==> config.mk <==
export PLATFORM = sky130hd
export DESIGN_NAME = mem_port_arbiter
export DESIGN_NICKNAME = d
export VERILOG_FILES = /design/src/rtl/mem_port_arbiter.sv
export SDC_FILE = /design/constraint.sdc
export NUM_CORES = 1
export LEC_CHECK = 0
export CORE_UTILIZATION = 39
export CTS_BUF_LIST = sky130_fd_sc_hd__clkbuf_2 sky130_fd_sc_hd__clkbuf_4 sky130_fd_sc_hd__clkbuf_8
export DETAILED_ROUTE_END_ITERATION = 10
export PLACE_DENSITY = 0.91
export SETUP_SLACK_MARGIN = 0.5
export SLEW_MARGIN = 20
export SYNTH_ARGS = -nofsm -noshare
export SYNTH_HDL_FRONTEND = slang
export SYNTH_SLANG_ARGS = --single-unit
==> constraint.sdc <==
create_clock -name clk -period 2.3 [get_ports clk]
set_input_delay 0.46 -clock clk [delete_from_list [all_inputs] [get_ports clk]]
set_output_delay 0.46 -clock clk [all_outputs]
set_load 0.03 [all_outputs]
==> src/rtl/mem_port_arbiter.sv <==
// mem_port_arbiter: shares one multi-cycle memory port between the fetch and data requesters,
// data first, with a streak counter that bounds how long fetch can be starved.
module mem_port_arbiter #(
    parameter int AW         = 16,
    parameter int DW         = 16,
    parameter int STARVE_MAX = 4
) (
    input  logic          clk,
    input  logic          rst,
    input  logic          i_req,
    input  logic [AW-1:0] i_addr,
    output logic [DW-1:0] i_rdata,
    output logic          i_done,
    input  logic          d_rd,
    input  logic          d_wr,
    input  logic [AW-1:0] d_addr,
    input  logic [DW-1:0] d_wdata,
    output logic [DW-1:0] d_rdata,
    output logic          d_done,
    output logic [AW-1:0] m_addr,
    output logic [DW-1:0] m_wdata,
    output logic          m_rd,
    output logic          m_wr,
    input  logic [DW-1:0] m_rdata,
    input  logic          m_done,
    output logic          busy,
    output logic          err
);
    typedef enum logic [1:0] {IDLE, BUSY_I, BUSY_D} state_t;
    state_t        state_q, state_d;
    logic [AW-1:0] addr_q, addr_d;
    logic [DW-1:0] wdata_q, wdata_d;
    logic          wr_q, wr_d, err_q, err_d;
    logic [3:0]    streak_q, streak_d;
    logic          idle, grant_d, grant_i;
    always_comb begin
        idle     = state_q == IDLE;
        grant_d  = idle && (d_rd || d_wr) && !(i_req && streak_q == 4'(STARVE_MAX));
        grant_i  = idle && !grant_d && i_req;
        state_d  = grant_d ? BUSY_D : grant_i ? BUSY_I : (!idle && m_done) ? IDLE : state_q;
        addr_d   = grant_d ? d_addr : grant_i ? i_addr : addr_q;
        wdata_d  = grant_d ? d_wdata : wdata_q;
        wr_d     = grant_d ? d_wr : wr_q;
        err_d    = err_q || (idle && d_rd && d_wr);
        // Only data grants won while fetch waits extend the streak
        streak_d = !idle ? streak_q : (grant_i || !i_req) ? 4'd0 :
                   (streak_q != 4'(STARVE_MAX)) ? streak_q + 4'd1 : streak_q;
    end
    always_ff @(posedge clk or negedge rst) begin
        if (!rst) begin
            state_q  <= IDLE;
            addr_q   <= '0;
            wdata_q  <= '0;
            wr_q     <= 1'b0;
            err_q    <= 1'b0;
            streak_q <= 4'd0;
        end else begin
            state_q  <= state_d;
            addr_q   <= addr_d;
            wdata_q  <= wdata_d;
            wr_q     <= wr_d;
            err_q    <= err_d;
            streak_q <= streak_d;
        end
    end
    assign busy    = state_q != IDLE;
    assign m_rd    = state_q == BUSY_I || (state_q == BUSY_D && !wr_q);
    assign m_wr    = state_q == BUSY_D && wr_q;
    assign m_addr  = busy ? addr_q : '0;
    assign m_wdata = state_q == BUSY_D ? wdata_q : '0;
    assign i_done  = state_q == BUSY_I && m_done;
    assign d_done  = state_q == BUSY_D && m_done;
    assign i_rdata = i_done ? m_rdata : '0;
    assign d_rdata = d_done ? m_rdata : '0;
    assign err     = err_q;
endmodule

# After elaboration in Yosys (flattened, before gate mapping)
# Cells that the tools add are included.
[totals] reg_bits=40 wordCells=49 inputBits=70 output_inout_bits=70
[classes] add_sub_neg=1 n_reduce_logical=27 mux=11 n_eq_ne=4
[ops] cell="2-to-1 mux 16 bit" count=6
[ops] cell="logical AND 1 bit" count=12
[ops] cell="2-to-1 mux 4 bit" count=2
[ops] cell="2-to-1 mux 2 bit" count=3
[ops] cell="nonzero test 2 bit" count=3
[ops] cell="logical NOT 1 bit" count=5
[ops] cell="adder 4 x 1 -> 4 bit (second input constant)" count=1
[ops] cell="equality test 4 x 3 -> 1 bit (second input constant)" count=1
[ops] cell="logical OR 1 bit" count=4
[ops] cell="inequality test 4 x 3 -> 1 bit (second input constant)" count=1
[ops] cell="nonzero test 3 bit" count=1
[ops] cell="equality test 2 x 1 -> 1 bit (second input constant)" count=1
[ops] cell="equality test 2 bit (second input constant)" count=1
[ops] cell="logical NOT 2 bit" count=1
[ops] cell="AND reduction 2 bit" count=1

# Logic depth before layout (Yosys ltp)
# Gate-level depths: netlist (run 1).
[logic_depth] depth_word=10 ltp_mapped=7 mapped_depth_nobuf=5

# Worst setup path before layout (run 1)
# Ideal clock, no wire load.
[synth_timing] path_type="register -> output" start="reg state_q[0]" end="out m_rd" arrival_ns=1.628 stages_incl_launch_ff=5 required_ns=1.840 slack_ns=0.212 n_path_buf=1 path_cell_list="dfrtp_1 > nor2b_1 > clkbuf_1 > inv_1 > o21ai_0"
[synth_via] elab_chain_len=3 elab_cells_between_ends=4 cone_classes="eq/ne (2); reduce/logical (2)"
[synth_rtl] item="start: declaration" line_no="30" text="state_t state_q, state_d;"
[synth_rtl] item="start signal: assignment" line_no="58" text="state_q <= state_d;"
[synth_rtl] item="equality test 2 bit" line_no="67" text="assign m_rd = state_q == BUSY_I || (state_q == BUSY_D && !wr_q);"
[synth_rtl] item="logical AND 1 bit" line_no="67"
[synth_rtl] item="logical OR 1 bit (*)" line_no="67"
[synth_rtl] item="end: declaration" line_no="22" text="output logic m_rd,"
# Mark *: on every way between the ends. The rest lies on a longest branch, timed or not.

# Final worst setup path (run 1)
[layout_timing] start="reg state_q[0]" end="out m_addr[3]"
[layout_via] elab_chain_len=2
[layout_rtl] item="nonzero test 2 bit" line_no="66" text="assign busy = state_q != IDLE;"
[layout_rtl] item="2-to-1 mux 16 bit" line_no="69" text="assign m_addr = busy ? addr_q : '0;"
[layout_rtl] item="end: declaration" line_no="20" text="output logic [AW-1:0] m_addr,"
# No other way between the ends.

==> results of run 1 <==
## final cells by class
cell class,instances,share of cell area [%]
inverters,7,0.9624
clock buffers,7,2.316
clock inverters,1,0.7218
repair inverters,1,0.1504
flip-flops and latches,40,24.09
repair buffers,161,36.57
well taps,75,2.256
multi-input cells,176,32.93
## stage by stage
step	hold slack, ns	area [µm²]	instances
floorplan	0.1644	2447	246
global placement	0.4492	3760	447
finish	0.2771	4160	468
detailed placement	0.4820	3760	447
global route	0.3515	4160	468
CTS	0.3045	3953	458
## worst max path at each step
stage,start,endpoint,slack (ns),depth (start not counted)
after global routing,state_q[1]$_DFFE_PN0P_,i_rdata[4],0.32,5
after floorplan,state_q[0]$_DFFE_PN0P_,m_rd,0.44,4
after global placement,state_q[0]$_DFFE_PN0P_,busy,0.17,4
final,state_q[0]$_DFFE_PN0P_,m_addr[3],0.38,4
after detailed placement,state_q[0]$_DFFE_PN0P_,busy,0.15,4
after CTS,state_q[0]$_DFFE_PN0P_,busy,0.39,4
## report_power, final
group | switching, W | total [W] | internal (W)
Combinational | 0.00212 | 0.00394 | 0.00181
Sequential | 0.000220 | 0.00127 | 0.00105
Clock | 0.000237 | 0.000620 | 0.000383
Total | 0.00258 | 0.00582 | 0.00324
## metal layers
layer | GRT usage, % | up-vias
met2 | 39.75 | 112
met1 | 26.70 | 1258
met4 | 8.214 | 0
li1 | - | 1190
met3 | 4.494 | 15
met5 | 0 | -
## timing repair
item / in CTS / in global routing
cloned: 2 / 4
endpoints found under the setup margin: 91 / 86
pin swaps: 7 / 14
buffers inserted: 1 / 6
resized for setup: 119 / 53
## kinds of logic after synthesis
family	after synthesis
simple gates	98
buf+inv	30
flops	40
mux	17
fa+ha+maj	2
compound gates	59
## placed cells by master, fill, tap and decap left out, types with 7 or more instances in the layout
| master | n |
|---|---|
| clkdlybuf4s50_1 | 66 |
| buf_4 | 62 |
| dfrtp_1 | 39 |
| and2_1 | 33 |
| buf_6 | 24 |
| a21oi_1 | 17 |
| nand4_1 | 17 |
| mux2_4 | 17 |
| and3_1 | 16 |
| and2_4 | 16 |
| o31ai_1 | 16 |
| a31oi_1 | 16 |
| clkbuf_8 | 7 |
## worst max-delay path: cells and delay by family, from the launching register on
family / cells / cell delay, ns
AND/OR/NAND/NOR: 2 / 0.31
flip-flops: 1 / 0.47
buffers and inverters: 2 / 0.38
## registers in the layout, summed over array words and instances, names as in the netlist
name      flops
addr_q       16
state_q       2
streak_q      4
wdata_q      16
wr_q          1
err           1
==> flow_summary_export.csv, run 1 <==
group,metric,value,unit
outcome,status,"finished clean",
worst_setup_path,ff2ff_setup_slack,0.52,ns
worst_setup_path,end_kind,"primary output",
final_layout,synthToLayoutAreaGrowth,70.95,%
final_layout,multi_input_area,1370,µm²
placement,place_congestion,0.7985,
final_layout,final-seq-area,1002,µm²
grt,grt.overflow.total,0,
timing,worst_slack,0.3841,ns
detailed_routing,highest_layer,"met4",
worst_setup_path,critPathMaxFanout,14,
flow_run,maxCapViolCount,0,
detailed_routing,wirelength,7991,µm
synth,synth_mux_area_share,10.49,%
synth,ys_ff_latch,40,
worst_setup_path,worst-endpoint-arrival,1.46,ns
detailed_routing,drt-initial-drc-count,143,
synth,syn_nets,318,
hold_path,hold_path.class,"input port to async pin",
final_layout,diodes,0,
power_and_ir_drop,total_power,0.005824,W
detailed_routing,wl_met2,4162,µm
die,start_util,40.86,%
clocking,clk_latency,0.29,ns
worst_setup_path,r2r_end,"wdata_q[13]$_DFFE_PN0N_",
synth,yosys.area.top_type,"dfrtp_1",
synth,synth_top_family_by_area,"simple AND/OR/NAND/NOR gates",
die,die_height,81.00,µm
die,std_cell_rows,28,
synth,yosys_warnings,0,
power_and_ir_drop,ir_worst_vdd,1.012,mV
synth,synth-simple-area-share,25.55,%
grt,antenna_found_initial,0,
detailed_routing,vias_per_cell,5.502,
die,coreArea,5956,µm²
grt,grt_usage,22.43,%
timing,fin_crit,1.916,ns
timing,tightest_slew,0.8751,ns
placement,preCtsSetupSlack,0.1494,ns
power_and_ir_drop,leakage,1.936,nW
worst_setup_path,startpoint_type,"flip-flop",
detailed_routing,post_drt_wl_per_cell,17.07,µm
timing,finalCritPeriodShare,83.30,%
grt,grt_pass1_vias,2404,
worst_setup_path,r2r_cells,7,
synth,ys_top_cells_by_count,"and2_1, dfrtp_1, a21oi_1, mux2_4, nand4_1",
worst_setup_path,cpPeakStageDelay,0.47,ns
grt,grt_max_degree,41,
synth,synth_compound_area_share,15.68,%
timing,final.setup.tns,0,ns
synth,synthXorXnorAreaFrac,0,%
clocking,cts_root_buf,"clkbuf_8",
clocking,numClockSinks,40,
timing,timing.max_slew.rel_slack,41.66,%
synth,synth_top_cell_area_share,41.13,%
grt,grt_pass1_wl,11270,µm
detailed_routing,ant_nets,0,
final_layout,final_nets,464,
detailed_routing,firstDrtPassIters,4,
placement,hpwl,5022,µm
timing,drv_slew,0,
synth,avgSynthCellArea,9.893,µm²
final_layout,utilization,69.85,%
worst_setup_path,cp_slowest_cell,"dfrtp_2",
worst_setup_path,crit_chain,"nor2_4 -> bufinv_8 -> and2_1 -> buf_4",
timing,fin_worst_skew,0.007481,ns
clocking,cts_hold_buf,0,
timing,fmax,0.5219,GHz
clocking,cts_tree,"yes",
synth,synth-adder-area-share,1.028,%
power_and_ir_drop,cellPowerDensity,1400,nW/µm²
final_layout,nFillCells,452,
detailed_routing,wl_met1,3204,µm
timing,final_hold_viol_count,0,
die,chipWidth,81.00,µm
synth,synth_ff_type,"dfrtp_1",
synth,synthTopCellsByArea,"dfrtp_1, and2_1, mux2_4, o31ai_1, nand4_1",
clocking,htreeDepth,2,
synth,async_flop_share,100.0,%
detailed_routing,via_count,2575,
synth,syn-cell-area,2434,µm²
timing,rsz0062_at_grt,"yes",
clocking,cts_buffer_depth,2,
synth,seq_area_frac_synth,41.13,%
worst_setup_path,r2r_start,"streak_q[1]$_DFFE_PN0P_",
timing,setup_viol,0,
placement,portBuffers,139,
clocking,numCtsBuffers,5,
die,boundaryPins,140,
worst_setup_path,crit_type,"flip-flop to primary output",
synth,yosysUniqueCellTypes,36,
synth,synth_edf_count,0,
synth,syn-instance-count,246,
detailed_routing,routed-wl-met3,492,µm
synth,yosysMostFrequentCell,"and2_1",
detailed_routing,drc,0,
die,die_area,6560,µm²
worst_setup_path,cp.required,1.84,ns
clocking,path_clk_slew,0.08,ns
final_layout,drive_gt1_share,38.17,%
Power figures use the tool's default switching activity.
==> run 2: changes to the inputs <==
--- a/config.mk
+++ b/config.mk
@@ -5,10 +5,10 @@
 export SDC_FILE = /design/constraint.sdc
 export NUM_CORES = 1
 export LEC_CHECK = 0
-export CORE_UTILIZATION = 39
+export CORE_UTILIZATION = 36
 export CTS_BUF_LIST = sky130_fd_sc_hd__clkbuf_2 sky130_fd_sc_hd__clkbuf_4 sky130_fd_sc_hd__clkbuf_8
 export DETAILED_ROUTE_END_ITERATION = 10
-export PLACE_DENSITY = 0.91
+export PLACE_DENSITY = 0.89
 export SETUP_SLACK_MARGIN = 0.5
 export SLEW_MARGIN = 20
 export SYNTH_ARGS = -nofsm -noshare
==> constraint.sdc (replaced) <==
create_clock -name clk -period 1.6 [get_ports clk]
set_input_delay 0.32 -clock clk [delete_from_list [all_inputs] [get_ports clk]]
set_output_delay 0.32 -clock clk [all_outputs]
set_load 0.03 [all_outputs]
==> flow_summary_export.csv, run 2 (synthesis gave the netlist of run 1 again) <==
group,metric,value,unit
detailed_routing,firstDrtPassIters,8,
grt,antenna_found_initial,0,
power_and_ir_drop,seqPwrFrac,17.8,%
timing,final_hold_viol_count,0,
final_layout,multi_input_area,1624,µm²
worst_setup_path,cp.required,1.28,ns
power_and_ir_drop,ir_worst_vdd,1.139,mV
clocking,cts_root_buf,"clkbuf_8",
worst_setup_path,crit_type,"flip-flop to primary output",
detailed_routing,drt-initial-drc-count,168,
detailed_routing,via_count,2847,
clocking,cts_tree,"yes",
detailed_routing,ant_nets,0,
final_layout,drive_gt1_share,57.18,%
power_and_ir_drop,clock_power_share,8.6,%
timing,fin_worst_skew,0.01187,ns
die,chipWidth,84.22,µm
outcome,violations,"design-rule violations, negative setup slack",
placement,place_congestion,0.7876,
detailed_routing,wirelength,10680,µm
clocking,path_clk_slew,0.08,ns
final_layout,final_nets,496,
final_layout,reg_top3,"addr_q (16), wdata_q (16), streak_q (4)",
timing,tightest_slew,0.5260,ns
power_and_ir_drop,cellPowerDensity,2133,nW/µm²
worst_setup_path,end_kind,"primary output",
clocking,numCtsBuffers,5,
placement,hpwl,5301,µm
power_and_ir_drop,swShare,41.92,%
worst_setup_path,startpoint_type,"flip-flop",
clocking,htreeDepth,2,
grt,grt_pass1_vias,2708,
clocking,clk_latency,0.29,ns
final_layout,nFillCells,350,
grt,grt_pass1_wl,13570,µm
grt,grt_usage,23.94,%
power_and_ir_drop,power_frac_comb,73.6,%
clocking,cts_buffer_depth,2,
worst_setup_path,r2r_cells,8,
hold_path,hold_path.class,"input port to async pin",
timing,worst_slack,-0.2255,ns
final_layout,synthToLayoutAreaGrowth,102.7,%
power_and_ir_drop,p_int,0.006111,W
final_layout,utilization,76.82,%
die,boundaryPins,140,
worst_setup_path,worst-endpoint-arrival,1.51,ns
die,start_util,37.89,%
power_and_ir_drop,leakage,2.202,nW
grt,grt_max_degree,41,
worst_setup_path,crit_chain,"nor2b_4 -> buf_4 -> clkbuf_16 -> and2_4 -> buf_6",
timing,rsz0062_at_grt,"yes",
die,coreArea,6422,µm²
die,die_area,7093,µm²
worst_setup_path,critPathBufInv,3,
final_layout,diodes,0,
detailed_routing,vias_per_cell,5.671,
outcome,status,"finished with violations",
final_layout,final_cell_mix,"buf_6, clkdlybuf4s50_1, and2_4, buf_4, dfrtp_1",
timing,finalCritPeriodShare,114.1,%
timing,fmax,0.5478,GHz
final_layout,final-seq-area,1002,µm²
detailed_routing,drc,20,
worst_setup_path,cp.depth,5,
worst_setup_path,cp_slowest_cell,"dfrtp_2",
timing,drv_slew,0,
placement,portBuffers,139,
timing,timing.max_slew.rel_slack,64.94,%
die,die_height,84.22,µm
detailed_routing,post_drt_wl_per_cell,21.28,µm
flow_run,maxCapViolCount,0,
grt,grt.overflow.total,0,
timing,setup_viol,101,
final_layout,final_common_cell,"buf_6",
power_and_ir_drop,p_switching,0.004410,W
die,std_cell_rows,29,
worst_setup_path,cpPeakStageDelay,0.45,ns
worst_setup_path,cp_top_family,"buffers and inverters",
timing,fin_crit,1.825,ns
worst_setup_path,critPathMaxFanout,9,
timing,hold-worst-slack,0.09058,ns
clocking,numClockSinks,40,
==> run 2: changes by cell type in the layout (fill, tap and decap cells not counted), sizes merged <==
cell           delta
buf              +32
clkbuf            +2
clkdlybuf4s50     +2
dlygate4sd2       -2
bufinv            -1
dlymetal6s2s      -1
==> run 2: path summary, 6_finish.rpt <==
path / from / endpoint / slack (ns)
max in group asynchronous: rst / state_q[0]$_DFFE_PN0P_ / 1.10
setup / recovery: state_q[0]$_DFFE_PN0P_ / m_wr / -0.23
hold / removal: rst / wdata_q[5]$_DFFE_PN0N_ / 0.09
setup reg to reg: state_q[0]$_DFFE_PN0P_ / addr_q[3]$_DFFE_PN0P_ / -0.20
min in group clk: wdata_q[10]$_DFFE_PN0N_ / wdata_q[10]$_DFFE_PN0N_ / 0.54
hold reg to reg: wdata_q[10]$_DFFE_PN0N_ / wdata_q[10]$_DFFE_PN0N_ / 0.54
==> run 2: cell type report <==
class | count | area share [%]
multi-input cells | 176 | 32.92
inverters | 7 | 0.6340
clock inverters | 1 | 0.6087
well taps | 77 | 1.953
repair buffers | 194 | 41.62
flip-flops and latches | 40 | 20.31
clock buffers | 7 | 1.953
==> run 2: layer usage <==
| layer | GRT usage [%] | part of all wire (%) | vias to the layer above |
|---|---|---|---|
| met5 | 0 | 0 | - |
| li1 | - | - | 1254 |
| met4 | 4.702 | 2.7 | 0 |
| met2 | 45.01 | 54 | 166 |
| met3 | 4.425 | 6.3 | 30 |
| met1 | 28.46 | 37 | 1397 |
==> run 2: repair_timing <==
action	4_1_cts	5_1_grt
resized for setup	85	21
cloned	2	4
pin swaps	0	10
setup buffers	11	13
hold buffers	0	0
endpoints found under the setup margin	110	110
==> run 2: power groups by stage <==
stage / sequential (W) / combinational (W) / clock [W]
after floorplan: 0.00175 / 0.00426 / 0
after global placement: 0.00181 / 0.00572 / 0
after detailed placement: 0.00182 / 0.00584 / 0
after CTS: 0.00181 / 0.00675 / 0.000902
after global routing: 0.00191 / 0.00806 / 0.000960
final: 0.00187 / 0.00774 / 0.000907
==> run 2: metrics by stage <==
stage	setup slack, ns	cell area [µm²]	total power (W)	instances	setup TNS [ns]
5_1_grt	-0.3157	4933	0.01093	502	-21.74
6_report	-0.2255	4933	0.01052	502	-15.17
4_1_cts	-0.1554	4634	0.009464	485	-10.09
3_3_place_gp	-0.1831	4101	0.007524	464	-8.905
2_1_floorplan	-0.07416	2748	0.006011	246	-1.150
3_5_place_dp	-0.2414	4101	0.007662	464	-10.70
==> run 3: changes to the inputs <==
--- a/config.mk
+++ b/config.mk
@@ -14,3 +14,4 @@
 export SYNTH_ARGS = -nofsm -noshare
 export SYNTH_HDL_FRONTEND = slang
 export SYNTH_SLANG_ARGS = --single-unit
+export TNS_END_PERCENT = 100
==> constraint.sdc (replaced) <==
create_clock -name clk -period 1.5 [get_ports clk]
set_input_delay 0.3 -clock clk [delete_from_list [all_inputs] [get_ports clk]]
set_output_delay 0.3 -clock clk [all_outputs]
set_load 0.03 [all_outputs]
==> flow_summary_export.csv, run 3 (synthesis gave the netlist of run 1 again) <==
group,metric,value,unit
outcome,status,"finished with violations",
outcome,violations,"design-rule violations, negative setup slack",
die,coreArea,6422,µm²
worst_setup_path,crit_type,"flip-flop to primary output",
grt,grt.overflow.total,0,
worst_setup_path,cp.required,1.20,ns
worst_setup_path,startpoint_type,"flip-flop",
clocking,cts_root_buf,"clkbuf_8",
die,chipWidth,84.22,µm
grt,grt_pass1_vias,2836,
clocking,numClockSinks,40,
worst_setup_path,cp_slowest_cell,"dfrtp_1",
final_layout,utilization,81.28,%
power_and_ir_drop,ir_worst_vdd,1.415,mV
detailed_routing,drt-initial-drc-count,273,
placement,place_congestion,0.7616,
timing,setup_viol,108,
detailed_routing,vias_per_cell,5.901,
timing,drv_slew,0,
worst_setup_path,crit_chain,"buf_4 -> nand2b_4 -> nor2_4 -> buf_12 -> and2_4 -> buf_6",
clocking,path_clk_slew,0.10,ns
final_layout,diodes,0,
timing,worst_slack,-0.4004,ns
worst_setup_path,worst-endpoint-arrival,1.60,ns
timing,timing.max_slew.rel_slack,75.48,%
grt,antenna_found_initial,0,
flow_run,maxCapViolCount,0,
timing,fin_worst_skew,0.01979,ns
clocking,cts_buffer_depth,2,
detailed_routing,ant_nets,0,
clocking,clk_latency,0.31,ns
hold_path,hold_path.class,"input port to async pin",
detailed_routing,drc,20,
grt,grt_pass1_wl,14320,µm
timing,fin_crit,1.900,ns
timing,rsz0062_at_grt,"yes",
timing,tightest_slew,0.3678,ns
timing,final_hold_viol_count,0,
detailed_routing,post_drt_wl_per_cell,23.43,µm
timing,finalCritPeriodShare,126.7,%
power_and_ir_drop,cellPowerDensity,2256,nW/µm²
final_layout,final_cell_mix,"buf_6, clkdlybuf4s50_1, and2_4, dfrtp_1, buf_4",
detailed_routing,wirelength,11830,µm
power_and_ir_drop,leakage,2.267,nW
timing,final.setup.tns,-34.89,ns
timing,hold-worst-slack,0.4406,ns
final_layout,final_common_cell,"buf_6",
clocking,numCtsBuffers,5,
clocking,cts_tree,"yes",
placement,hpwl,5743,µm
worst_setup_path,end_kind,"primary output",
die,std_cell_rows,29,
detailed_routing,firstDrtPassIters,9,
power_and_ir_drop,total_power,0.01177,W
final_layout,synthToLayoutAreaGrowth,114.5,%
detailed_routing,via_count,2980,
final_layout,drive_gt1_share,59.11,%
worst_setup_path,cpPeakStageDelay,0.43,ns
placement,portBuffers,139,
die,start_util,37.89,%
final_layout,reg_top3,"addr_q (16), wdata_q (16), streak_q (4)",
die,die_height,84.22,µm
timing,fmax,0.5262,GHz
grt,grt_max_degree,38,
grt,grt_usage,25.74,%
worst_setup_path,critPathMaxFanout,17,
placement,preCtsSetupSlack,-0.3225,ns
die,boundaryPins,140,
final_layout,final_nets,499,
clocking,htreeDepth,2,
die,die_area,7093,µm²
[run 3: changes by cell type in the layout (fill, tap and decap cells not counted), moves of 3 or more]
| cell | change |
|---|---|
| buf_6 | +10 |
| buf_4 | -16 |
| o31ai_1 | -8 |
| o31ai_4 | +12 |
| buf_8 | +3 |
| o31ai_2 | -4 |
[run 3: final cells by class]
cell class | count | area [µm²]
Timing Repair Buffer | 197 | 2187
Multi-Input combinational cell | 176 | 1779
Fill cell | 288 | 1202
Sequential cell | 40 | 1002
Tap cell | 77 | 96.34
Clock buffer | 6 | 82.58
Clock inverter | 2 | 38.79
Inverter | 7 | 33.78
[run 3: critical path, delay by kind of cell, from the launching register on]
family	cells	cell delay (ns)
buf+inv	3	0.43
simple gates	3	0.42
flops	1	0.43
[run 3: metal layers]
metal	wire [µm]	share of wire [%]	GRT usage [%]
met1	4172	35	28.92
met2	6235	53	47.02
met3	810	6.8	5.408
met4	614	5.2	11.13
met5	0	0	0
[run 3: final timing paths]
| check | from | to | slack, ns | depth (start not counted) |
|---|---|---|---|---|
| worst max-delay path | state_q[1]$_DFFE_PN0P_ | i_rdata[0] | -0.40 | 6 |
| worst min-delay path | rst | wdata_q[8]$_DFFE_PN0N_ | 0.44 | 2 |
| worst max register to register | state_q[1]$_DFFE_PN0P_ | wdata_q[1]$_DFFE_PN0N_ | -0.34 | 6 |
| worst min register to register | wdata_q[2]$_DFFE_PN0N_ | wdata_q[2]$_DFFE_PN0N_ | 0.52 | 1 |
| max in group asynchronous | rst | streak_q[2]$_DFFE_PN0P_ | 0.62 | 3 |
| min in group clk | wdata_q[2]$_DFFE_PN0N_ | wdata_q[2]$_DFFE_PN0N_ | 0.52 | 1 |
[run 3: what timing repair did]
| action | in CTS | in global routing |
|---|---|---|
| gates cloned | 2 | 7 |
| pin swaps | 3 | 36 |
| setup endpoints to repair | 110 | 134 |
| hold buffers | 1 | 0 |
| setup buffers | 7 | 12 |
| resized for setup | 97 | 78 |
| endpoints found under the hold margin | 15 | 0 |
[run 3: power breakdown]
part	internal [W]	total, W	switching, W
clock network	0.000545	0.000987	0.000441
logic	0.00453	0.00879	0.00426
registers	0.00160	0.00200	0.000396
total	0.00668	0.0118	0.00510
[run 3: through the flow]
stage | cells | area, µm²
global placement | 468 | 4154
CTS | 486 | 4688
finish | 505 | 5220
floorplan | 246 | 2760
detailed placement | 468 | 4154
global route | 505 | 5220
